**config.mk**
```make
export PLATFORM = sky130hd
export DESIGN_NAME = shiftreg8_seq_flat
export DESIGN_NICKNAME = d
export VERILOG_FILES = /design/src/rtl/shiftreg8_pkg.sv /design/src/rtl/shiftreg8_seq_if.sv /design/src/rtl/shiftreg8_3.sv /design/src/rtl/shiftreg8_seq.sv /design/src/flat_wrapper.sv
export SDC_FILE = /design/constraint.sdc
export NUM_CORES = 1
export LEC_CHECK = 0
export BUFFER_PORTS_ARGS = -buffer_cell sky130_fd_sc_hd__buf_2
export CORE_ASPECT_RATIO = 1.5
export CORE_UTILIZATION = 50
export CTS_CLUSTER_SIZE = 40
export DETAILED_ROUTE_END_ITERATION = 7
export PLACE_DENSITY = 0.81
export SYNTH_ARGS = -nofsm -noshare
export SYNTH_HDL_FRONTEND = slang
export SYNTH_SLANG_ARGS = --single-unit
```
**constraint.sdc**
```tcl
create_clock -name clk -period 3.2 [get_ports clk]
set_input_delay 0.32 -clock clk [delete_from_list [all_inputs] [get_ports clk]]
set_output_delay 0.32 -clock clk [all_outputs]
set_load 0.01 [all_outputs]
```
**src/rtl/shiftreg8_pkg.sv**
```systemverilog
// shiftreg8_pkg: shared constants and FSM encoding for the shiftreg8 sequencer.
package shiftreg8_pkg;
  localparam int SR_STAGES = 3;
  localparam int DELAY_W = 2;
  typedef enum logic [1:0] {RUN = 2'd0, DRAIN = 2'd1, SWITCH = 2'd2} state_t;
endpackage

```
**src/rtl/shiftreg8_seq_if.sv**
```systemverilog
// shiftreg8_seq_if: sample stream, delay-config handshake and status of the sequencer.
interface shiftreg8_seq_if #(parameter int CNT_W = 16);
  import shiftreg8_pkg::*;
  logic in_valid;
  logic [7:0] in_data;
  logic in_ready;
  logic cfg_valid;
  logic [DELAY_W-1:0] cfg_delay;
  logic cfg_ready;
  logic out_valid;
  logic [7:0] out_data;
  logic [DELAY_W-1:0] cur_delay;
  logic busy;
  logic [CNT_W-1:0] out_cnt;
  modport slave (
    input in_valid, in_data, cfg_valid, cfg_delay,
    output in_ready, cfg_ready, out_valid, out_data, cur_delay, busy, out_cnt
  );
  modport master (
    output in_valid, in_data, cfg_valid, cfg_delay,
    input in_ready, cfg_ready, out_valid, out_data, cur_delay, busy, out_cnt
  );
endinterface

```
**src/rtl/shiftreg8_3.sv**
```systemverilog
// shiftreg8_3: 3-stage 8-bit shift register with tap select; sel=0 is a combinational bypass.
module shiftreg8_3
  import shiftreg8_pkg::*;
(
  input  logic               clk,
  input  logic [7:0]         i_d,
  input  logic [DELAY_W-1:0] i_sel,
  output logic [7:0]         o_q
);
  logic [7:0] r_s1, r_s2, r_s3;
  always_ff @(posedge clk) begin
    r_s1 <= i_d;
    r_s2 <= r_s1;
    r_s3 <= r_s2;
  end
  assign o_q = (i_sel == 2'd0) ? i_d :
               (i_sel == 2'd1) ? r_s1 :
               (i_sel == 2'd2) ? r_s2 : r_s3;
endmodule

```
**src/rtl/shiftreg8_seq.sv**
```systemverilog
// shiftreg8_seq: valid-tagged wrapper around shiftreg8_3 that drains in-flight
// samples before applying a new tap, so reconfiguration never drops or repeats data.
module shiftreg8_seq
  import shiftreg8_pkg::*;
#(
  parameter logic [DELAY_W-1:0] RST_DELAY = 2'd0,
  parameter int CNT_W = 16
) (
  input logic clk,
  input logic rst_n,
  shiftreg8_seq_if.slave bus
);
  state_t r_state;
  logic [DELAY_W-1:0] r_cur_delay, r_new_delay, r_cnt;
  logic [SR_STAGES:1] r_vld;
  logic [CNT_W-1:0] r_out_cnt;
  logic [SR_STAGES:0] w_tap;
  logic [7:0] w_q;
  logic w_in_ready, w_accept, w_out_valid;

  assign w_in_ready = (r_state == RUN) && !bus.cfg_valid;
  assign w_accept = bus.in_valid && w_in_ready;
  assign w_tap = {r_vld, w_accept};
  assign w_out_valid = w_tap[r_cur_delay];
  assign bus.in_ready = w_in_ready;
  assign bus.cfg_ready = r_state == SWITCH;
  assign bus.busy = r_state != RUN;
  assign bus.out_valid = w_out_valid;
  assign bus.out_data = w_out_valid ? w_q : 8'h00;
  assign bus.cur_delay = r_cur_delay;
  assign bus.out_cnt = r_out_cnt;

  shiftreg8_3 u_sr (
    .clk  (clk),
    .i_d  (bus.in_data),
    .i_sel(r_cur_delay),
    .o_q  (w_q)
  );

  // Clearing the tags on the switch edge stops already-emitted samples from reappearing at the new tap.
  always_ff @(posedge clk or negedge rst_n) begin
    if (!rst_n) begin
      r_state <= RUN;
      r_cur_delay <= RST_DELAY;
      r_new_delay <= '0;
      r_cnt <= '0;
      r_vld <= '0;
      r_out_cnt <= '0;
    end else begin
      r_vld <= (r_state == SWITCH) ? '0 : {r_vld[SR_STAGES-1:1], w_accept};
      r_out_cnt <= r_out_cnt + CNT_W'(w_out_valid);
      case (r_state)
        RUN: if (bus.cfg_valid) begin
          r_new_delay <= bus.cfg_delay;
          r_cnt <= r_cur_delay - DELAY_W'(1);
          r_state <= (r_cur_delay <= 2'd1) ? SWITCH : DRAIN;
        end
        DRAIN: begin
          r_cnt <= r_cnt - DELAY_W'(1);
          if (r_cnt == 2'd1) r_state <= SWITCH;
        end
        SWITCH: begin
          r_cur_delay <= r_new_delay;
          r_state <= RUN;
        end
        default: r_state <= RUN;
      endcase
    end
  end
endmodule

```
**src/flat_wrapper.sv**
```systemverilog
// flat-port wrapper written by rule: the top's interface ports become plain ports
module shiftreg8_seq_flat import shiftreg8_pkg::*;
#(
  parameter logic [DELAY_W-1:0] RST_DELAY = 2'd0,
  parameter int CNT_W = 16
)
  (clk, rst_n, bus_in_valid, bus_in_data, bus_cfg_valid, bus_cfg_delay, bus_in_ready, bus_cfg_ready, bus_out_valid, bus_out_data, bus_cur_delay, bus_busy, bus_out_cnt);
  shiftreg8_seq_if #(.CNT_W(CNT_W)) bus_i ();
  input logic clk;
  input logic rst_n;
  input wire logic [$bits(bus_i.in_valid)-1:0] bus_in_valid;
  input wire logic [$bits(bus_i.in_data)-1:0] bus_in_data;
  input wire logic [$bits(bus_i.cfg_valid)-1:0] bus_cfg_valid;
  input wire logic [$bits(bus_i.cfg_delay)-1:0] bus_cfg_delay;
  output wire logic [$bits(bus_i.in_ready)-1:0] bus_in_ready;
  output wire logic [$bits(bus_i.cfg_ready)-1:0] bus_cfg_ready;
  output wire logic [$bits(bus_i.out_valid)-1:0] bus_out_valid;
  output wire logic [$bits(bus_i.out_data)-1:0] bus_out_data;
  output wire logic [$bits(bus_i.cur_delay)-1:0] bus_cur_delay;
  output wire logic [$bits(bus_i.busy)-1:0] bus_busy;
  output wire logic [$bits(bus_i.out_cnt)-1:0] bus_out_cnt;
  assign bus_i.in_valid = bus_in_valid;
  assign bus_i.in_data = bus_in_data;
  assign bus_i.cfg_valid = bus_cfg_valid;
  assign bus_i.cfg_delay = bus_cfg_delay;
  assign bus_in_ready = bus_i.in_ready;
  assign bus_cfg_ready = bus_i.cfg_ready;
  assign bus_out_valid = bus_i.out_valid;
  assign bus_out_data = bus_i.out_data;
  assign bus_cur_delay = bus_i.cur_delay;
  assign bus_busy = bus_i.busy;
  assign bus_out_cnt = bus_i.out_cnt;
  shiftreg8_seq #(.RST_DELAY(RST_DELAY), .CNT_W(CNT_W)) u_core (.clk(clk), .rst_n(rst_n), .bus(bus_i));
endmodule
```
**Yosys cells after proc, flatten, opt, wreduce, memory -nomap -nowiden**

Cells that the tools add are included.

- Register bits: 51
- Input bits: 14
- Word-level logic and storage cells: 44

- Add/sub/neg operators: 3
- Magnitude comparators: 2
- Equal/unequal tests: 7
- Muxes and demuxes: 13
- Reduce and logical (&&, ||, !) cells: 10

Operators by type and width:

| kind | count |
|---|---|
| two-way mux 8 bit | 4 |
| adder 16 x 1 -> 16 bit | 1 |
| two-way mux 2 bit | 4 |
| case mux 2 bit (2 select lines) | 2 |
| equality test 2 x 1 -> 1 bit, second input constant | 3 |
| AND reduction 2 bit | 3 |
| equality test 2 bit, second input constant | 2 |
| logical NOT 2 bit | 2 |
| nonzero test 2 bit | 2 |
| subtractor 2 x 1 -> 2 bit, second input constant | 2 |
| less-than comparator 2 x 3 -> 1 bit, second input constant | 1 |
| two-way mux 3 bit | 1 |
| binary-select mux 1 bit (select 2 bit) | 1 |
| <= comparator 2 x 1 -> 1 bit, second input constant | 1 |
| logical AND 1 bit | 2 |
| != test 2 x 1 -> 1 bit, second input constant | 1 |
| != test 2 bit, second input constant | 1 |
| logical NOT 1 bit | 1 |
| two-way mux 1 bit | 1 |

**Longest topological paths before layout**

- Depth in word-level cells: 6
- Depth in mapped cells: 9
- Mapped depth without buffers: 8

**Hierarchy**

A second synthesis with hierarchy kept.

- Cells, all modules: 142
- Area, all modules: 1928.1 um^2

By module, submodules not included:

| module | instances | cells an instance | area an instance (um^2) | seq. area each (um^2) |
|---|---|---|---|---|
| shiftreg8_seq | 1 | 108 | 1251.2 | 675.6 |
| shiftreg8_3 | 1 | 34 | 676.9 | 480.5 |

**Worst setup path before layout**

No wires, ideal clock.

- Path type: reg2reg
- Start: register u_core.r_state[0]
- End: register u_core.r_out_cnt[12], in the netlist u_core.bus.out_cnt[12]
- Setup time: 79 ps
- Arrival: 2596 ps
- Required time: 3121 ps
- Path slack: 525 ps
- Cell stages (with the launch flop): 10
- Buffers on the path: 1
- Period minus slack after synthesis: 2675 ps
- Cell sequence: dfrtp_1 -> buf_6 -> or4b_1 -> mux4_2 -> inv_1 -> ha_1 -> ha_1 -> inv_1 -> nor4_1 -> xor2_1

- Word-level cells in the longest chain between the ends: 6

RTL lines:

| element | line | source |
|---|---|---|
| start, declared | shiftreg8_seq.sv:13 | `state_t r_state;` |
| start signal, assigned | shiftreg8_seq.sv:56 | `r_state <= (r_cur_delay <= 2'd1) ? SWITCH : DRAIN;` |
| logical NOT 2 bit | shiftreg8_seq.sv:21 | `assign w_in_ready = (r_state == RUN) && !bus.cfg_valid;` |
| logical AND 1 bit | shiftreg8_seq.sv:21 |  |
| logical AND 1 bit | shiftreg8_seq.sv:22 | `assign w_accept = bus.in_valid && w_in_ready;` |
| binary-select mux 1 bit (select 2 bit) | shiftreg8_seq.sv:24 | `assign w_out_valid = w_tap[r_cur_delay];` |
| two-way mux 1 bit (implied by the code) | shiftreg8_seq.sv:24 |  |
| net bus_out_valid | flat_wrapper.sv:17 | `output wire logic [$bits(bus_i.out_valid)-1:0] bus_out_valid;` |
| adder 16 x 1 -> 16 bit | shiftreg8_seq.sv:51 | `r_out_cnt <= r_out_cnt + CNT_W'(w_out_valid);` |
| end signal, assigned | shiftreg8_seq.sv:51 |  |
| end, declared | shiftreg8_seq.sv:16 | `logic [CNT_W-1:0] r_out_cnt;` |

The timed path passes the listed nets, and every way through them passes these cells. The select of a mux whose other input is x is not followed.
A chain may end at the register's enable or synchronous reset.

**Worst setup path in the final report**

- Start: register u_core.r_state[1]
- End: register u_core.r_out_cnt[12], in the netlist u_core.bus.out_cnt[12]

- Word-level cells in the longest chain between the ends: 6

RTL lines:

| element | line |
|---|---|
| logical NOT 2 bit | shiftreg8_seq.sv:21 |
| logical AND 1 bit | shiftreg8_seq.sv:21 |
| logical AND 1 bit | shiftreg8_seq.sv:22 |
| binary-select mux 1 bit (select 2 bit) | shiftreg8_seq.sv:24 |
| two-way mux 1 bit (implied by the code) | shiftreg8_seq.sv:24 |
| adder 16 x 1 -> 16 bit | shiftreg8_seq.sv:51 |

No other way between the ends. The select of a mux whose other input is x is not followed.

==> summary.md <==
| Metric | Value |
|---|---|
| Status | `completed` |
| Final setup fails | `0` |
| CTS resizes | `0` |
| Multi-input gate area | `roughly 770 um^2` |
| Largest net degree at the start of global routing | `28` |
| Post-synthesis simple-gate area fraction | `a little over an eighth` |
| Multiplexer share of the synthesized area | `approximately 6.7%` |
| Synth warn | `0` |
| Power, Total | `0.001873 W` |
| Worst r2r path cells | `8` |
| Post-synthesis xor/xnor area fraction | `6.091%` |
| Most used flip-flop cell after synthesis | `dfrtp_1` |
| Final Cell Area | `between 2000 and 2500 um^2` |
| Post-synth top cells | `27 x dfrtp_1, 24 x dfxtp_1, 16 x nand2_1, 15 x inv_1, 11 x xor2_1` |
| R2r setup slk | `roughly 0.33 ns` |
| Routability cong. | `between 0.8 and 0.9` |
| Critical-path cell list | `or4b_1, mux4_2, inv_1, ha_1, ha_1, inv_1, nor4_1, xor2_1` |
| DIE WIDTH | `roughly 54 um` |
| Seq cells post-synth | `51` |
| Crit path DAT | `3.10 ns` |
| Grt ovf | `0` |
| Worst Skew | `approximately 0.007 ns` |
| Dpl cells | `around 260` |
| Net count, final | `248` |
| Vias in the first global route | `around 1300` |
| Synth cell types | `27` |
| Number of fillers in the final layout | `about 320` |
| Setup bufs post-CTS | `0` |
| IR Drop Worst-Case VDD | `between 0.0006 and 0.0007 V` |
| Layout area overhead | `17.22%` |
| Die ar. | `between 4000 and 5000 um^2` |
| DR WL/cell | `around 13 um` |
| FF/Latch Area | `~1200 um^2` |
| Clk_lat worst skew | `about 0.30 ns` |
| Crit path launch type | `flop` |
| Gr usage total | `between 10% and 20%` |
| Critical path's slowest cell | `mux4_2` |
| Largest stage delay on the critical path | `~0.60 ns` |
| Pwr dens | `793.8 nW/um^2` |
| Mapped Avg Cell Area | `11.06 um^2` |
| Worst setup path class | `flop to flop` |
| Post-Synthesis Cells | `around 180` |
| RSZ-0062 raised after global routing | `no` |
| Hold WC Path Type | `input port to asynchronous set/reset pin` |
| DR vias/cell | `between 5 and 6` |
| Routed Antenna Nets | `0` |
| Routed vias | `~1400` |
| Worst-path maximum fanout | `9` |
| TritonCTS clock tree | `yes` |
| R2R Path Start | `u_core.r_state[1]` |
| Pre-antenna DRT Iters | `4` |
| Layout cells sized above 1 | `~28%` |
| Tcrit/Tclk final | `89.84%` |
| DIE HEIGHT | `between 70 and 80 um` |
| Clk slew on worst S/H paths | `0.09 ns` |
| Root buffer cell | `clkbuf_8` |
| DRC | `0` |
| Final cell count without fillers | `around 270` |
| Post-synth top area cell | `dfrtp_1` |
| Post-synth net total | `around 200` |
| Initial Util | `between 50% and 60%` |
| Fmax | `approximately 0.35 GHz` |
| IO Port Bufs | `43` |
| TNS Setup | `0 ns` |
| Synth Area in Adders | `4.351%` |
| Post-synth EDFFs | `0` |
| Placed wire-length estimate | `roughly 2600 um` |
| Slew Limit Fails | `0` |
| Number of max-cap violations | `0` |
| FFs w/ async S/R, synth | `a little over half` |
| Top-count cell post-synth | `dfrtp_1` |
| Post-synth top area share | `about a third` |
| H-tree Lvls | `2` |
| WP buf/inv | `2` |
| Area after DPL | `approximately 2300 um^2` |
| Post-synthesis sequential area ratio | `between 50% and 60%` |
| Final Hold Vio Count | `0` |
| Leakage power | `1.177 nW` |
| Largest family of logic cells by synthesized area | `simple AND/OR/NAND/NOR gates` |
| Io pins | `between 40 and 50` |
| Core ar. | `3750 um^2` |
| Initial antenna violation count | `0` |
| Cell family with most CP delay | `simple AND/OR/NAND/NOR gates` |
| Crit end category | `flop` |
| Area contributors post-synth | `dfrtp_1 34%, dfxtp_1 24%, mux2_2 5.6%` |
| Routed WL | `3642 um` |
| Post-synthesis instance area | `around 2000 um^2` |
| CTS Buf Count | `5` |
| Hold buffer count at CTS | `0` |
| Utilization after layout | `62.93%` |
| ANT cells | `0` |
| Worst R2R End | `u_core.bus.out_cnt[12]` |
| Clock Path Buffers | `2` |
| Worst-Margin Slew | `0.5833 ns` |
| First-pass GRT wire length | `around 6000 um` |
| Worst Path Required | `3.43 ns` |
| Number of cell rows | `27` |
| Number of DRC markers in iteration 0 | `24` |
| Crit path time final | `2.875 ns` |
| CTS sink cnt | `51` |
| Worst-case headroom to the max-slew limit | `roughly three fifths` |
| Synth Area in Compound Gates | `under 10%` |
## sequential cells by signal, summed over array words and instances, names as in the netlist
register              count
u_core.u_sr.r_s2          8
u_core.r_vld              3
u_core.r_state            2
u_core.u_sr.r_s1          8
u_core.bus.out_cnt       16
u_core.u_sr.r_s3          8
u_core.r_new_delay        2
u_core.r_cnt              2
u_core.bus.cur_delay      2
## cell families after synthesis
kind of cell    Yosys count
compound gates           25
xor+xnor                 14
fa+ha+maj                 7
buf+inv                  20
flops                    51
mux                      11
simple gates             54
## cell usage in the layout (no fill, tap or decap), drive strengths merged, types with 7 or more instances in the layout
cell type / n
nand2: 16
xor2: 11
dfrtp: 27
mux2: 10
buf: 43
dfxtp: 24
inv: 16
ha: 7
nand2b: 8
o211ai: 8
nor2: 10
clkbuf: 7
a21oi: 9
## worst max-delay path by stage
| stage | startpoint | to | slack [ns] | cells past startpoint |
|---|---|---|---|---|
| 6_report | u_core.r_state[1] | u_core.bus.out_cnt[12] | 0.33 | 8 |
| 5_1_grt | u_core.r_state[1] | u_core.bus.out_cnt[12] | 0.17 | 8 |
| 4_1_cts | u_core.r_state[1] | u_core.bus.out_cnt[12] | 0.33 | 8 |
| 3_5_place_dp | u_core.r_state[1] | u_core.bus.out_cnt[12] | 0.35 | 8 |
| 3_3_place_gp | u_core.r_state[1] | u_core.bus.out_cnt[12] | 0.48 | 8 |
| 2_1_floorplan | u_core.r_state[0] | u_core.bus.out_cnt[12] | 0.52 | 9 |
## power breakdown
| part | leakage, nW | total, W | internal (W) | switching, W |
|---|---|---|---|---|
| registers | 0.550 | 0.000839 | 0.000743 | 0.0000965 |
| logic | 0.573 | 0.000626 | 0.000274 | 0.000353 |
| clock network | 0.0539 | 0.000408 | 0.000203 | 0.000205 |
## layout make-up
cell class	instances	area share (%)
Timing Repair Buffer	43	9.120
Clock buffer	7	4.136
Clock inverter	1	0.2651
Multi-Input combinational cell	111	32.82
Tap cell	43	2.280
Sequential cell	51	48.99
Inverter	15	2.386
## per-layer routing
| metal | track usage, % | wire length (um) | up-vias |
|---|---|---|---|
| li1 | - | - | 699 |
| met2 | 30.62 | 1767 | 35 |
| met4 | 8.684 | 70 | 0 |
| met5 | 0 | 0 | - |
| met3 | 5.333 | 193 | 6 |
| met1 | 24.03 | 1610 | 686 |
## stage by stage
step | hold slack (ns) | setup slack [ns]
floorplan | 0.02441 | 0.5246
global placement | 0.3247 | 0.4786
detailed placement | 0.3294 | 0.3465
CTS | 0.02424 | 0.3281
global route | 0.06061 | 0.1655
finish | 0.01003 | 0.3251
Power figures use the tool's default switching activity.
